[config.mk]
export PLATFORM = sky130hd
export DESIGN_NAME = bit_serial_adder
export DESIGN_NICKNAME = d
export VERILOG_FILES = /design/src/rtl/bit_serial_adder.sv
export SDC_FILE = /design/constraint.sdc
export NUM_CORES = 1
export LEC_CHECK = 0
export ABC_AREA = 1
export BUFFER_PORTS_ARGS = -buffer_cell sky130_fd_sc_hd__buf_2
export CAP_MARGIN = 20
export CORE_UTILIZATION = 30
export DETAILED_ROUTE_END_ITERATION = 10
export PLACE_DENSITY = 0.49
export SLEW_MARGIN = 15
export SYNTH_ARGS = -nofsm -noshare
export SYNTH_HDL_FRONTEND = slang
export SYNTH_SLANG_ARGS = --single-unit
[constraint.sdc]
create_clock -name clk -period 3.9 [get_ports clk]
set_clock_uncertainty 0.2 [all_clocks]
set_input_delay 0.585 -clock clk [delete_from_list [all_inputs] [get_ports clk]]
set_output_delay 0.585 -clock clk [all_outputs]
set_load 0.05 [all_outputs]
[src/rtl/bit_serial_adder.sv]
// Bit-serial ripple adder: one full-adder cell and one carry flop process
// A + B + C_in LSB first, one bit per clock, with a registered result.
module bit_serial_adder #(
   parameter int unsigned WIDTH = 8
) (
   input  logic             clk,
   input  logic             rst_n,
   input  logic             start,
   input  logic [WIDTH-1:0] A,
   input  logic [WIDTH-1:0] B,
   input  logic             C_in,
   output logic             busy,
   output logic             done,
   output logic [WIDTH-1:0] S,
   output logic             C_out,
   output logic             ovf
);

   localparam int unsigned    CW   = (WIDTH > 1) ? $clog2(WIDTH) : 1;
   localparam logic [CW-1:0]  LAST = CW'(WIDTH - 1);

   typedef enum logic [1:0] {IDLE, RUN, DONE} state_t;

   state_t           state_q, state_d;
   logic [WIDTH-1:0] a_q, a_d, b_q, b_d, sum_q, sum_d, s_q, s_d;
   logic [CW-1:0]    cnt_q, cnt_d;
   logic             carry_q, carry_d, cout_q, cout_d, ovf_q, ovf_d;
   logic             accept, sum_bit, carry_nx;

   always_ff @(posedge clk or negedge rst_n) begin
      if (!rst_n) state_q <= IDLE;
      else        state_q <= state_d;
   end

   always_comb begin
      state_d = state_q;
      unique case (state_q)
         IDLE:    if (start) state_d = RUN;
         RUN:     if (cnt_q == LAST) state_d = DONE;
         DONE:    state_d = start ? RUN : IDLE;
         default: state_d = IDLE;
      endcase
   end

   always_comb begin
      busy = (state_q == RUN);
      done = (state_q == DONE);
   end

   always_comb begin
      accept   = start && (state_q != RUN);
      sum_bit  = a_q[0] ^ b_q[0] ^ carry_q;
      carry_nx = (a_q[0] & b_q[0]) | (a_q[0] & carry_q) | (b_q[0] & carry_q);
   end

   always_comb begin
      a_d     = a_q;
      b_d     = b_q;
      sum_d   = sum_q;
      cnt_d   = cnt_q;
      carry_d = carry_q;
      s_d     = s_q;
      cout_d  = cout_q;
      ovf_d   = ovf_q;
      if (accept) begin
         a_d     = A;
         b_d     = B;
         sum_d   = '0;
         carry_d = C_in;
         cnt_d   = '0;
      end else if (state_q == RUN) begin
         a_d     = a_q >> 1;
         b_d     = b_q >> 1;
         // shift form keeps WIDTH=1 legal (no reversed part-select)
         sum_d   = (sum_q >> 1) | (WIDTH'(sum_bit) << (WIDTH - 1));
         carry_d = carry_nx;
         cnt_d   = cnt_q + CW'(1);
         if (cnt_q == LAST) begin
            s_d    = sum_d;
            cout_d = carry_nx;
            ovf_d  = carry_q ^ carry_nx;
         end
      end
   end

   always_ff @(posedge clk or negedge rst_n) begin
      if (!rst_n) begin
         a_q     <= '0;
         b_q     <= '0;
         sum_q   <= '0;
         cnt_q   <= '0;
         carry_q <= 1'b0;
         s_q     <= '0;
         cout_q  <= 1'b0;
         ovf_q   <= 1'b0;
      end else begin
         a_q     <= a_d;
         b_q     <= b_d;
         sum_q   <= sum_d;
         cnt_q   <= cnt_d;
         carry_q <= carry_d;
         s_q     <= s_d;
         cout_q  <= cout_d;
         ovf_q   <= ovf_d;
      end
   end

   assign S     = s_q;
   assign C_out = cout_q;
   assign ovf   = ovf_q;

endmodule
# Yosys cells after proc, flatten, opt, wreduce, memory -nomap -nowiden
# Cells that the tools add are included.
dict set report totals {
  register_bits 40
  in_bits 20
}
dict set report op_classes {
  reduce_logical 5
  bitwise_logic 10
  muxes 14
  eq_ne 6
  add_sub_neg 1
}
# operator n
set op_table {}
lappend op_table {{$mux W8} 6}
lappend op_table {{$or A7 B8 Y8} 1}
lappend op_table {{$mux W3} 2}
lappend op_table {{$pmux W2 S3} 1}
lappend op_table {{$mux W2} 2}
lappend op_table {{$ne A2 B1 Y1 const B} 2}
lappend op_table {{$add A3 B1 Y3 const B} 1}
lappend op_table {{$and A1 B1 Y1} 3}
lappend op_table {{$eq A3 B3 Y1 const B} 1}
lappend op_table {{$mux W1} 3}
lappend op_table {{$reduce_and A3 Y1} 1}
lappend op_table {{$xor A1 B1 Y1} 3}
lappend op_table {{$eq A2 B1 Y1 const B} 1}
lappend op_table {{$eq A2 B2 Y1 const B} 1}
lappend op_table {{$logic_not A2 Y1} 1}
lappend op_table {{$ne A2 B2 Y1 const B} 1}
lappend op_table {{$or A1 B1 Y1} 2}
lappend op_table {{$reduce_and A2 Y1} 1}
lappend op_table {{$reduce_bool A2 Y1} 1}
lappend op_table {{$logic_and A1 B1 Y1} 1}
lappend op_table {{$not A1 Y1} 1}

# Longest topological paths before layout
dict set report logic_depth {
  word_depth 5
  mapped_depth 7
}

# Worst setup path before layout
# Ideal clock, no wire load.
dict set report synth_path {
  kind {reg2out}
  from {register state_q[1]}
  to {output port done}
  t_arrival_ns 1.077
  path_stages_with_launch 3
  path_buffers 0
  slack_ns 2.038
  cell_sequence {dfrtp_1 inv_2 nor2_1}
}
dict set report synth_via {
  elab_chain_cells 1
}
# item line
set synth_rtl {}
lappend synth_rtl {{from (decl)} 24} ;# state_t state_q, state_d;
lappend synth_rtl {{from (signal assigned)} 32} ;# else state_q <= state_d;
lappend synth_rtl {{$eq A2 B2 Y1} 47} ;# done = (state_q == DONE);
lappend synth_rtl {{to (decl)} 13} ;# output logic done,
# Every way passes these cells.

# Worst setup path after layout
dict set report layout_path {
  from {register state_q[0]}
  to {output port busy}
}
dict set report layout_via {
  elab_chain_cells 1
}
# item line
set layout_rtl {}
lappend layout_rtl {{$eq A2 B1 Y1} 46} ;# busy = (state_q == RUN);
lappend layout_rtl {{to (decl)} 12} ;# output logic busy,
# Every way passes these cells.

==> reports/qor.csv <==
stage,metric,value,unit
outcome,status,"finished, final reports clean",
floorplan,I/O pin count,32,
logic_synthesis,Mean Syn Cell Area,9.00,µm²
route,DRT Wirelength,3.41,mm
logic_synthesis,yosys warns,0,
pwr,VDD IR max,269,µV
sta,Final Setup Violations,0,
sta,final slew viol count,0,
critical_path,Worst Path Arrival,1.60,ns
sta,Final Hold Fails,0,
final_layout,Sequential Area,976,µm²
logic_synthesis,Synth Cell Area,1750,µm²
cts,CTS Buf Count,5,
route,DR vias/cell,4.66,
grt,initial antenna violation count,0,
grt,Overflow after GRT,0,
floorplan,Starting Density,0.315,
final_layout,multi-input logic area,638,µm²
critical_path,CP startpoint kind,register,
run,MaxCap Viol Count,0,
grt,GRT Resource Usage Total,0.129,
final_layout,nets@finish,243,
critical_path,Critical Path Sink Type,output pin,
pwr,Overall Power,1680,µW
sta,worst slew pin tran,0.885,ns
logic_synthesis,"Seq/Total Area, Yosys",0.559,
placed_design,routability-driven placement congestion ratio,0.665,
cts,clock tree buffer depth,2,
final_layout,# fillers,625,
final_layout,share of layout cells above drive strength 1,0.204,
final_layout,Area Growth Syn to Fin,14.6,%
logic_synthesis,library cells used by synthesis,15,
placed_design,port bufs,31,
cts,CTS sink cnt,39,
route,drt wl/cell,11.6,µm
route,vias,1364,
cts,later-pin clock latency in the skew report,0.30,ns
final_layout,ANT cells,0,
critical_path,crit path max fanout,26,
logic_synthesis,Mapped Nets,217,
pwr,Static Leak,0.00105,µW
grt,pin count of the biggest net entering global routing,48,
route,DRC,0,
cts,Worst-path clk slew,0.08,ns
cts,buffer count from post-CTS setup fixing,0,
sta,Fmax,0.419,GHz
route,drt first pass iters,4,
cts,Hold Buf Count CTS,0,
sta,final period utilization,0.613,
floorplan,die height,78.3,µm
cts,Root Buffer,clkbuf_8,
floorplan,die footprint,6130,µm²
placed_design,DP Wirelength,2.12,mm
grt,vias in the first global route,1338,
sta,setup TNS,0,ns
route,Final ANT Viol Nets,0,
cts,CTS-repair resized insts,0,
sta,RSZ-0062 raised after global routing,no,
sta,Rel. slew slack,0.410,
critical_path,Required @ worst endpoint,3.12,ns
logic_synthesis,Seq cells post-synth,39,
sta,Tmin final,2.39,ns
route,starting DRC count in detailed routing,85,
logic_synthesis,cells after synthesis,194,
floorplan,core area,5540,µm²
floorplan,std cell rows,27,
cts,CTS tree,yes,
floorplan,Die X,78.3,µm
critical_path,Crit Path Category,reg2out,
worst_hold_path,worst hold path type,in2async,
grt,first-pass GRT wire length,6.08,mm
cts,H-tree levels,2,
pwr,pwr/cell area,842,nW/µm²
[placed cells by master, fill, tap and decap left out, drive strengths merged]
| cell | count |
|---|---|
| buf | 31 |
| bufinv | 1 |
| clkbuf | 6 |
| clkinv | 1 |
| dfrtp | 39 |
| fa | 1 |
| ha | 2 |
| inv | 6 |
| nand2 | 70 |
| nand3 | 59 |
| nor2 | 3 |
| o21ai | 1 |
| o22ai | 1 |
[kinds of logic (layout without fill, tap and decap cells)]
group / count (synthesis) / count (layout) / share of synthesized area
simple gates: 132 / 132 / 0.333
flops: 39 / 39 / 0.559
fa+ha+maj: 3 / 3 / 0.0258
buf+inv: 18 / 45 / 0.0753
compound gates: 2 / 2 / 0.00645
[power by group]
| group | total [µW] | internal, µW | switching [µW] |
|---|---|---|---|
| clock | 350 | 207 | 143 |
| sequential | 676 | 574 | 102 |
| combinational | 657 | 185 | 473 |
| total | 1680 | 966 | 718 |
[sequential cells by signal (all words and copies together) (netlist names)]
| name | cells |
|---|---|
| C_out | 1 |
| cnt_q | 3 |
| b_q | 8 |
| a_q | 8 |
| ovf | 1 |
| S | 8 |
| state_q | 2 |
| carry_q | 1 |
| sum_q | 7 |
[cell usage after synthesis]
cell	instances	area (µm²)
o21ai_1	1	5.00
nand2_1	68	255
inv_1	3	11.3
o22ai_1	1	6.26
ha_1	2	25.0
dfrtp_1	39	976
nor2_4	1	11.3
buf_2	3	15.0
buf_4	2	15.0
fa_1	1	20.0
inv_2	3	11.3
buf_6	7	78.8
nor2_1	2	7.51
nand3_1	59	295
nand2_2	2	12.5
[metrics by stage]
stage          cell area, µm²  setup slack [ns]  hold WS (ns)   util  cells
2_1_floorplan            1750              2.04        0.0894      -    194
3_3_place_gp             1880              1.78         0.259  0.340    285
3_5_place_dp             1880              1.71         0.263  0.340    285
4_1_cts                  2000              1.48         0.240  0.361    293
5_1_grt                  2000              1.41         0.292  0.361    293
6_report                 2000              1.51         0.193  0.361    293
[cell type report]
type | instances | area share
Timing Repair Buffer | 31 | 0.0776
Tap cell | 72 | 0.0451
Clock inverter | 2 | 0.0175
Multi-Input combinational cell | 137 | 0.319
Clock buffer | 6 | 0.0413
Inverter | 6 | 0.0113
Sequential cell | 39 | 0.488
[worst max-delay path, stage by stage (launching register included)]
cell and delay (ns):
dfrtp_1 0.41, inv_2 0.06, nor2_4 0.46, buf_2 0.38
[metal layers]
metal | vias up | global-route usage | routed length [µm]
met4 | 0 | 0.0667 | 78
met2 | 33 | 0.204 | 1480
met3 | 8 | 0.0349 | 172
met5 | - | 0 | 0
li1 | 683 | - | -
met1 | 640 | 0.161 | 1680
[path summary, 6_finish.rpt]
path                                 start       end  slack [ns]  cells after the start
min in group clk                      S[1]      S[1]        0.28                      2
max in group asynchronous            rst_n  cnt_q[0]        2.73                      1
worst max-delay path            state_q[0]      busy        1.51                      3
worst min-delay path                 rst_n      S[3]        0.19                      1
worst min register to register        S[1]      S[1]        0.28                      2
worst max register to register  state_q[1]      S[6]        1.74                      5
Note: power is estimated with default switching activity, not from simulation.
